### src/rtl/ddc112_conv_sequencer.sv
// ddc112_conv_sequencer: DDC112 CONV period timer and DVALID-driven readout scheduler.
// Defining DDC_FRAME_TAG_EN tags each frame with the CONV period it was launched in.
module ddc112_conv_sequencer #(
  parameter logic [31:0] TINT_MIN = 32'd5000,
  parameter int          FRAME_W  = 16
) (
  input  logic               okClk,
  input  logic               reset_n,
  input  logic               enable,
  input  logic [31:0]        TINT,
  input  logic               dvalid_bar,
  input  logic               fifo_full,
  input  logic               rd_done,
  output logic               CONV,
  output logic               rd_start,
  output logic               running,
  output logic [FRAME_W-1:0] frame_cnt,
  output logic [FRAME_W-1:0] drop_cnt,
  output logic               overrun,
  output logic               missed,
  output logic [FRAME_W-1:0] frame_tag
);
  localparam logic [1:0] S_IDLE = 2'd0, S_RUN = 2'd1, S_STOP = 2'd2;
  localparam logic R_IDLE = 1'b0, R_BUSY = 1'b1;
  logic [1:0]  state;
  logic        rd_state;
  logic [31:0] cnt, tint_eff;
  logic [2:0]  sync;
  logic        dv_evt, pend, dv_seen, toggled, discard_first;
  logic        tick, start, evt, launch;
  function automatic logic [FRAME_W-1:0] sat_inc(input logic [FRAME_W-1:0] v);
    return &v ? v : v + 1'b1;
  endfunction
  assign tint_eff = (TINT < TINT_MIN) ? TINT_MIN : TINT;
  assign running  = state != S_IDLE;
  assign start    = state == S_IDLE && enable;
  assign tick     = running && cnt == 32'd0;
  assign evt      = running && (dv_evt || pend);
  assign launch   = rd_state == R_IDLE && evt && !discard_first && !fifo_full;
  // sync[1:0] is the metastability pair; sync[2] is the previous synchronized level
  always_ff @(posedge okClk or negedge reset_n) begin
    if (!reset_n) begin
      sync   <= 3'b111;
      dv_evt <= 1'b0;
    end else begin
      sync   <= {sync[1:0], dvalid_bar};
      dv_evt <= sync[2] & ~sync[1];
    end
  end
  always_ff @(posedge okClk or negedge reset_n) begin
    if (!reset_n) begin
      state         <= S_IDLE;
      rd_state      <= R_IDLE;
      cnt           <= '0;
      CONV          <= 1'b0;
      rd_start      <= 1'b0;
      frame_cnt     <= '0;
      drop_cnt      <= '0;
      overrun       <= 1'b0;
      missed        <= 1'b0;
      pend          <= 1'b0;
      dv_seen       <= 1'b0;
      toggled       <= 1'b0;
      discard_first <= 1'b0;
    end else begin
      rd_start <= launch;
      pend     <= 1'b0;
      if (rd_state == R_IDLE) begin
        if (evt && discard_first) discard_first <= 1'b0;
        else if (evt && fifo_full) drop_cnt <= sat_inc(drop_cnt);
        else if (launch) rd_state <= R_BUSY;
      end else if (rd_done) begin
        frame_cnt <= sat_inc(frame_cnt);
        rd_state  <= R_IDLE;
        pend      <= dv_evt && running;
      end else if (dv_evt && running) begin
        overrun  <= 1'b1;
        drop_cnt <= sat_inc(drop_cnt);
      end
      // start is last so its clears win over the readout updates above
      if (start) begin
        state         <= S_RUN;
        cnt           <= tint_eff - 32'd1;
        overrun       <= 1'b0;
        missed        <= 1'b0;
        frame_cnt     <= '0;
        drop_cnt      <= '0;
        discard_first <= 1'b1;
        dv_seen       <= 1'b0;
        toggled       <= 1'b0;
        rd_state      <= R_IDLE;
        pend          <= 1'b0;
      end else if (tick) begin
        CONV    <= ~CONV;
        cnt     <= tint_eff - 32'd1;
        dv_seen <= 1'b0;
        toggled <= 1'b1;
        missed  <= missed | (toggled & ~dv_seen);
        state   <= (state == S_STOP || !enable) ? S_IDLE : S_RUN;
      end else if (running) begin
        cnt     <= cnt - 32'd1;
        dv_seen <= dv_seen | dv_evt;
        state   <= (enable && state == S_RUN) ? S_RUN : S_STOP;
      end
    end
  end
`ifdef DDC_FRAME_TAG_EN
  logic [FRAME_W-1:0] period_cnt;
  always_ff @(posedge okClk or negedge reset_n) begin
    if (!reset_n) begin
      period_cnt <= '0;
      frame_tag  <= '0;
    end else begin
      period_cnt <= start ? '0 : tick ? period_cnt + 1'b1 : period_cnt;
      if (launch) frame_tag <= period_cnt;
    end
  end
`else
  assign frame_tag = '0;
`endif
endmodule

### config.mk
export PLATFORM = sky130hd
export DESIGN_NAME = ddc112_conv_sequencer
export DESIGN_NICKNAME = d
export VERILOG_FILES = /design/src/rtl/ddc112_conv_sequencer.sv
export SDC_FILE = /design/constraint.sdc
export NUM_CORES = 1
export LEC_CHECK = 0
export CAP_MARGIN = 20
export CELL_PAD_IN_SITES_DETAIL_PLACEMENT = 0
export CELL_PAD_IN_SITES_GLOBAL_PLACEMENT = 1
export CORE_UTILIZATION = 36
export CTS_CLUSTER_SIZE = 28
export DETAILED_ROUTE_END_ITERATION = 10
export HOLD_SLACK_MARGIN = 0.03
export PLACE_DENSITY_LB_ADDON = 0.1
export SLEW_MARGIN = 20
export SYNTH_ARGS = -nofsm -noshare
export SYNTH_HDL_FRONTEND = slang
export SYNTH_SLANG_ARGS = --single-unit
export TNS_END_PERCENT = 20
### constraint.sdc
create_clock -name okClk -period 2.5 [get_ports okClk]
set_input_delay 0.375 -clock okClk [delete_from_list [all_inputs] [get_ports okClk]]
set_output_delay 0.375 -clock okClk [all_outputs]
set_load 0.01 [all_outputs]
==> impl_metrics.toml <==
[status]
status = "complete, but fails checks"
violations = "negative setup slack"

[critical_path]
critical_path_class = "in -> reg"
cp_slowest_cell = "or4_4"
endpoint_kind = "flip-flop"
r2r_cells = 11
cp.arrival_ns = 3.20
r2r_end = "cnt[14]$_DFFE_PN0P_"
path_cells = "buf_6 > or4_4 > or4_4 > a211o_4 > nand2_4 > ha_4 > nor3b_4 > nand4_1 > buf_6 > a2111oi_4 > nand3_1 > xnor2_1 > a221o_1"
worstSetupStartpointType = "input pin"
r2r_start = "cnt[0]$_DFFE_PN0P_"
max_stage_delay_ns = 0.53
rrSetupSlack_ns = 0.09
path_max_fanout = 3
crit_required_ns = 2.72

[clock_network]
htreeDepth = 3
path_clk_slew_ns = 0.06
clockRootBuffer = "clkbuf_16"
cts-buffers-inserted = 9
postCtsHoldBufs = 0
clock_path_buffers = 2
cts_tree = "built"
clk_latency_ns = 0.33
clkSinkCount = 79

[placement]
port_buffers = 74
gp_congestion = 0.853
dp_cells = 896
place_hpwl_um = 10400

[global_routing]
gr-total-overflow = 0
first_global_vias = 4625
grt_first_pass_wirelength_um = 22700
grt_usage_pct = 20.0
grt_max_degree = 41
antenna_found_initial = 0

[pwr]
power.switching_uw = 1430
peakVddDrop_v = 0.000344
seq_power_share_pct = 42.6
p_comb_share_pct = 30.0
pwr-share-clk_pct = 27.4
power_density_mw_per_mm2 = 623
p_leak_uw = 0.00288
p_int_uw = 2950
switching_share_pct = 32.7

[timing]
fin_worst_skew_ns = 0.00535
setup_viol = 10
timing.fmax_mhz = 336
slew_viol_final = 0
min_period_over_period_pct = 119
fin_ws_ns = -0.479
rsz0062_at_grt = "yes"
relSlewSlack_pct = 60.7
fin_crit_ns = 2.98
fin_hold_ws_ns = 0.0191
hold_violations = 0
tightest_slew_ns = 0.588

[synthesis]
netlist_area_mm2 = 0.00497
yosysWarnings = 0
synth_top_area_share_pct = 38.2
synth_top_flop_cell = "dfrtp_1"
synth.area.top_cells = "dfrtp_1, nor2_1, xnor2_1"
yosysTopAreaCell = "dfrtp_1"
synthArstFlopShare_pct = 100
synth_cells = 565
syn-mean-instance-area_um2 = 8.80
synth_edf_count = 0
postSynthRegisterBits = 79
synth_cell_types = 69
seq_area_frac_synth_pct = 39.8

[die]
die_y_um = 120
die_area_mm2 = 0.0143
ioPinCount = 91
core-area_mm2 = 0.0133
rows = 42
initial_core_util_pct = 37.3
die_width_um = 120

[finish]
nets = 777
n_antenna_cell = 0
final_util_pct = 52.6
drive_gt1_share_pct = 22.0
nFillCells = 1283
area_delta_synth_final_pct = 41.3
fin_cells = 914

[routing]
initialDrtViolationCount = 282
wl_um = 13800
wire_per_inst_um = 15.1
ant_nets = 0
routed-via-count = 4776
drc = 0
dr.pass1.iters = 4
avgViaCountPerCell = 5.23

[run]
maxCapViolations = 0

[hold_path]
hold_class = "in -> async"
[repair_timing]
action	CTS	global route
gates cloned	0	0
setup buffers	5	0
gates resized for setup	36	16
pin swaps	20	6
setup endpoints to repair	23	27
[cells in the final DEF, fill, tap and decap left out, types with 8 or more instances in the layout]
cell / instances
buf_4: 101
nor2_1: 66
conb_1: 16
inv_1: 11
dfrtp_1: 76
nor3_1: 25
a31oi_1: 10
nand2_1: 43
or3_1: 14
and3_1: 10
clkbuf_16: 9
xnor2_1: 27
xor2_1: 25
nand4_1: 11
o21ai_0: 28
o211ai_1: 8
nor4_1: 13
clkdlybuf4s50_1: 66
a21oi_1: 28
nand3_1: 25
[flip-flops by register name, indices dropped and copies added (netlist names)]
| signal | flops |
|---|---|
| drop_cnt | 16 |
| state | 2 |
| toggled | 1 |
| dv_evt | 1 |
| pend | 1 |
| discard_first | 1 |
| rd_start | 1 |
| frame_cnt | 16 |
| CONV | 1 |
| cnt | 32 |
| rd_state | 1 |
| sync | 3 |
| overrun | 1 |
| dv_seen | 1 |
| missed | 1 |
[per-stage QoR]
step                worst slack, ns  power [uW]  TNS, ns  cell area [um^2]
finish                       -0.479        4370    -3.47              7030
floorplan                     -1.17        2550    -9.44              5070
CTS                          -0.519        4370    -3.99              6950
detailed placement            -1.36        3140   -20.75              6610
global placement              -1.33        3100   -20.11              6610
global route                 -0.570        4640    -4.56              7030
[synthesized netlist by cell type (3+ instances only)]
| library cell | count |
|---|---|
| buf_2 | 5 |
| and3_1 | 10 |
| nand2_1 | 45 |
| inv_1 | 11 |
| o31ai_1 | 5 |
| o211ai_1 | 8 |
| a21oi_1 | 28 |
| o21ai_0 | 33 |
| clkbuf_1 | 11 |
| nor3b_1 | 3 |
| or3_1 | 16 |
| ha_1 | 4 |
| nor2b_1 | 4 |
| nand3_1 | 26 |
| dfrtp_1 | 76 |
| or4_1 | 6 |
| nor2_1 | 68 |
| nor3_1 | 26 |
| buf_4 | 16 |
| dfstp_2 | 3 |
| a22oi_1 | 3 |
| nand4_1 | 11 |
| a31oi_1 | 10 |
| xor2_1 | 26 |
| nand2b_1 | 3 |
| nand4b_1 | 3 |
| mux2i_1 | 4 |
| o221ai_1 | 3 |
| nor4_1 | 16 |
| o41ai_1 | 3 |
| xnor2_1 | 29 |
[power groups by stage]
stage	sequential, uW	combinational [uW]	clock, uW
final	1860	1310	1200
after global routing	1910	1460	1280
after global placement	1850	1250	0
after detailed placement	1860	1280	0
after floorplan	1810	733	0
after CTS	1840	1300	1230
[cells by family (layout without fill, tap and decap cells)]
| group | count (synthesis) | in the layout | share of synthesized area (%) |
|---|---|---|---|
| multiplexers | 5 | 5 | 1.11 |
| AND/OR/NAND/NOR | 253 | 253 | 26.4 |
| flip-flops | 79 | 79 | 39.8 |
| adder cells (fa/ha/maj) | 4 | 4 | 1.01 |
| XOR/XNOR | 55 | 55 | 9.69 |
| AO/OA/AOI/OAI | 123 | 123 | 16.9 |
| buffers and inverters | 45 | 203 | 5.03 |
| other | 1 | 16 | 0.0754 |
[worst max-delay path by stage]
stage,startpoint,to,slack [ns]
2_1_floorplan,TINT[28],cnt[24]$_DFFE_PN0P_,-1.17
4_1_cts,TINT[25],cnt[24]$_DFFE_PN0P_,-0.52
3_3_place_gp,TINT[28],cnt[28]$_DFFE_PN0P_,-1.33
6_report,TINT[25],cnt[24]$_DFFE_PN0P_,-0.48
5_1_grt,TINT[25],cnt[24]$_DFFE_PN0P_,-0.57
3_5_place_dp,TINT[28],cnt[28]$_DFFE_PN0P_,-1.36
[worst max-delay path: cells and delay by family]
family / cells / cell delay (ns)
adders and majority gates: 1 / 0.13
and+or+nand+nor: 6 / 1.48
buffers and inverters: 2 / 0.25
xor gates and xnor gates: 1 / 0.15
AOI/OAI and AO/OA: 3 / 0.81
[layer usage]
metal | share of wire [%] | GRT usage [%] | vias to the layer above
li1 | - | - | 2399
met1 | 46 | 25.6 | 2243
met2 | 48 | 33.8 | 121
met3 | 4.1 | 3.47 | 13
met4 | 1.4 | 7.03 | 0
met5 | 0 | 0 | -
[final cells by class]
class                   instances  area [um^2]  area share [%]
clock inverters                 1         5.00          0.0712
inverters                      11         41.3           0.588
flip-flops and latches         79         1980            28.2
clock buffers                  13          260            3.70
repair buffers                178         1550            22.1
well taps                     176          220            3.13
multi-input cells             456         2970            42.2
No activity file was read; power rests on OpenSTA's default activity.
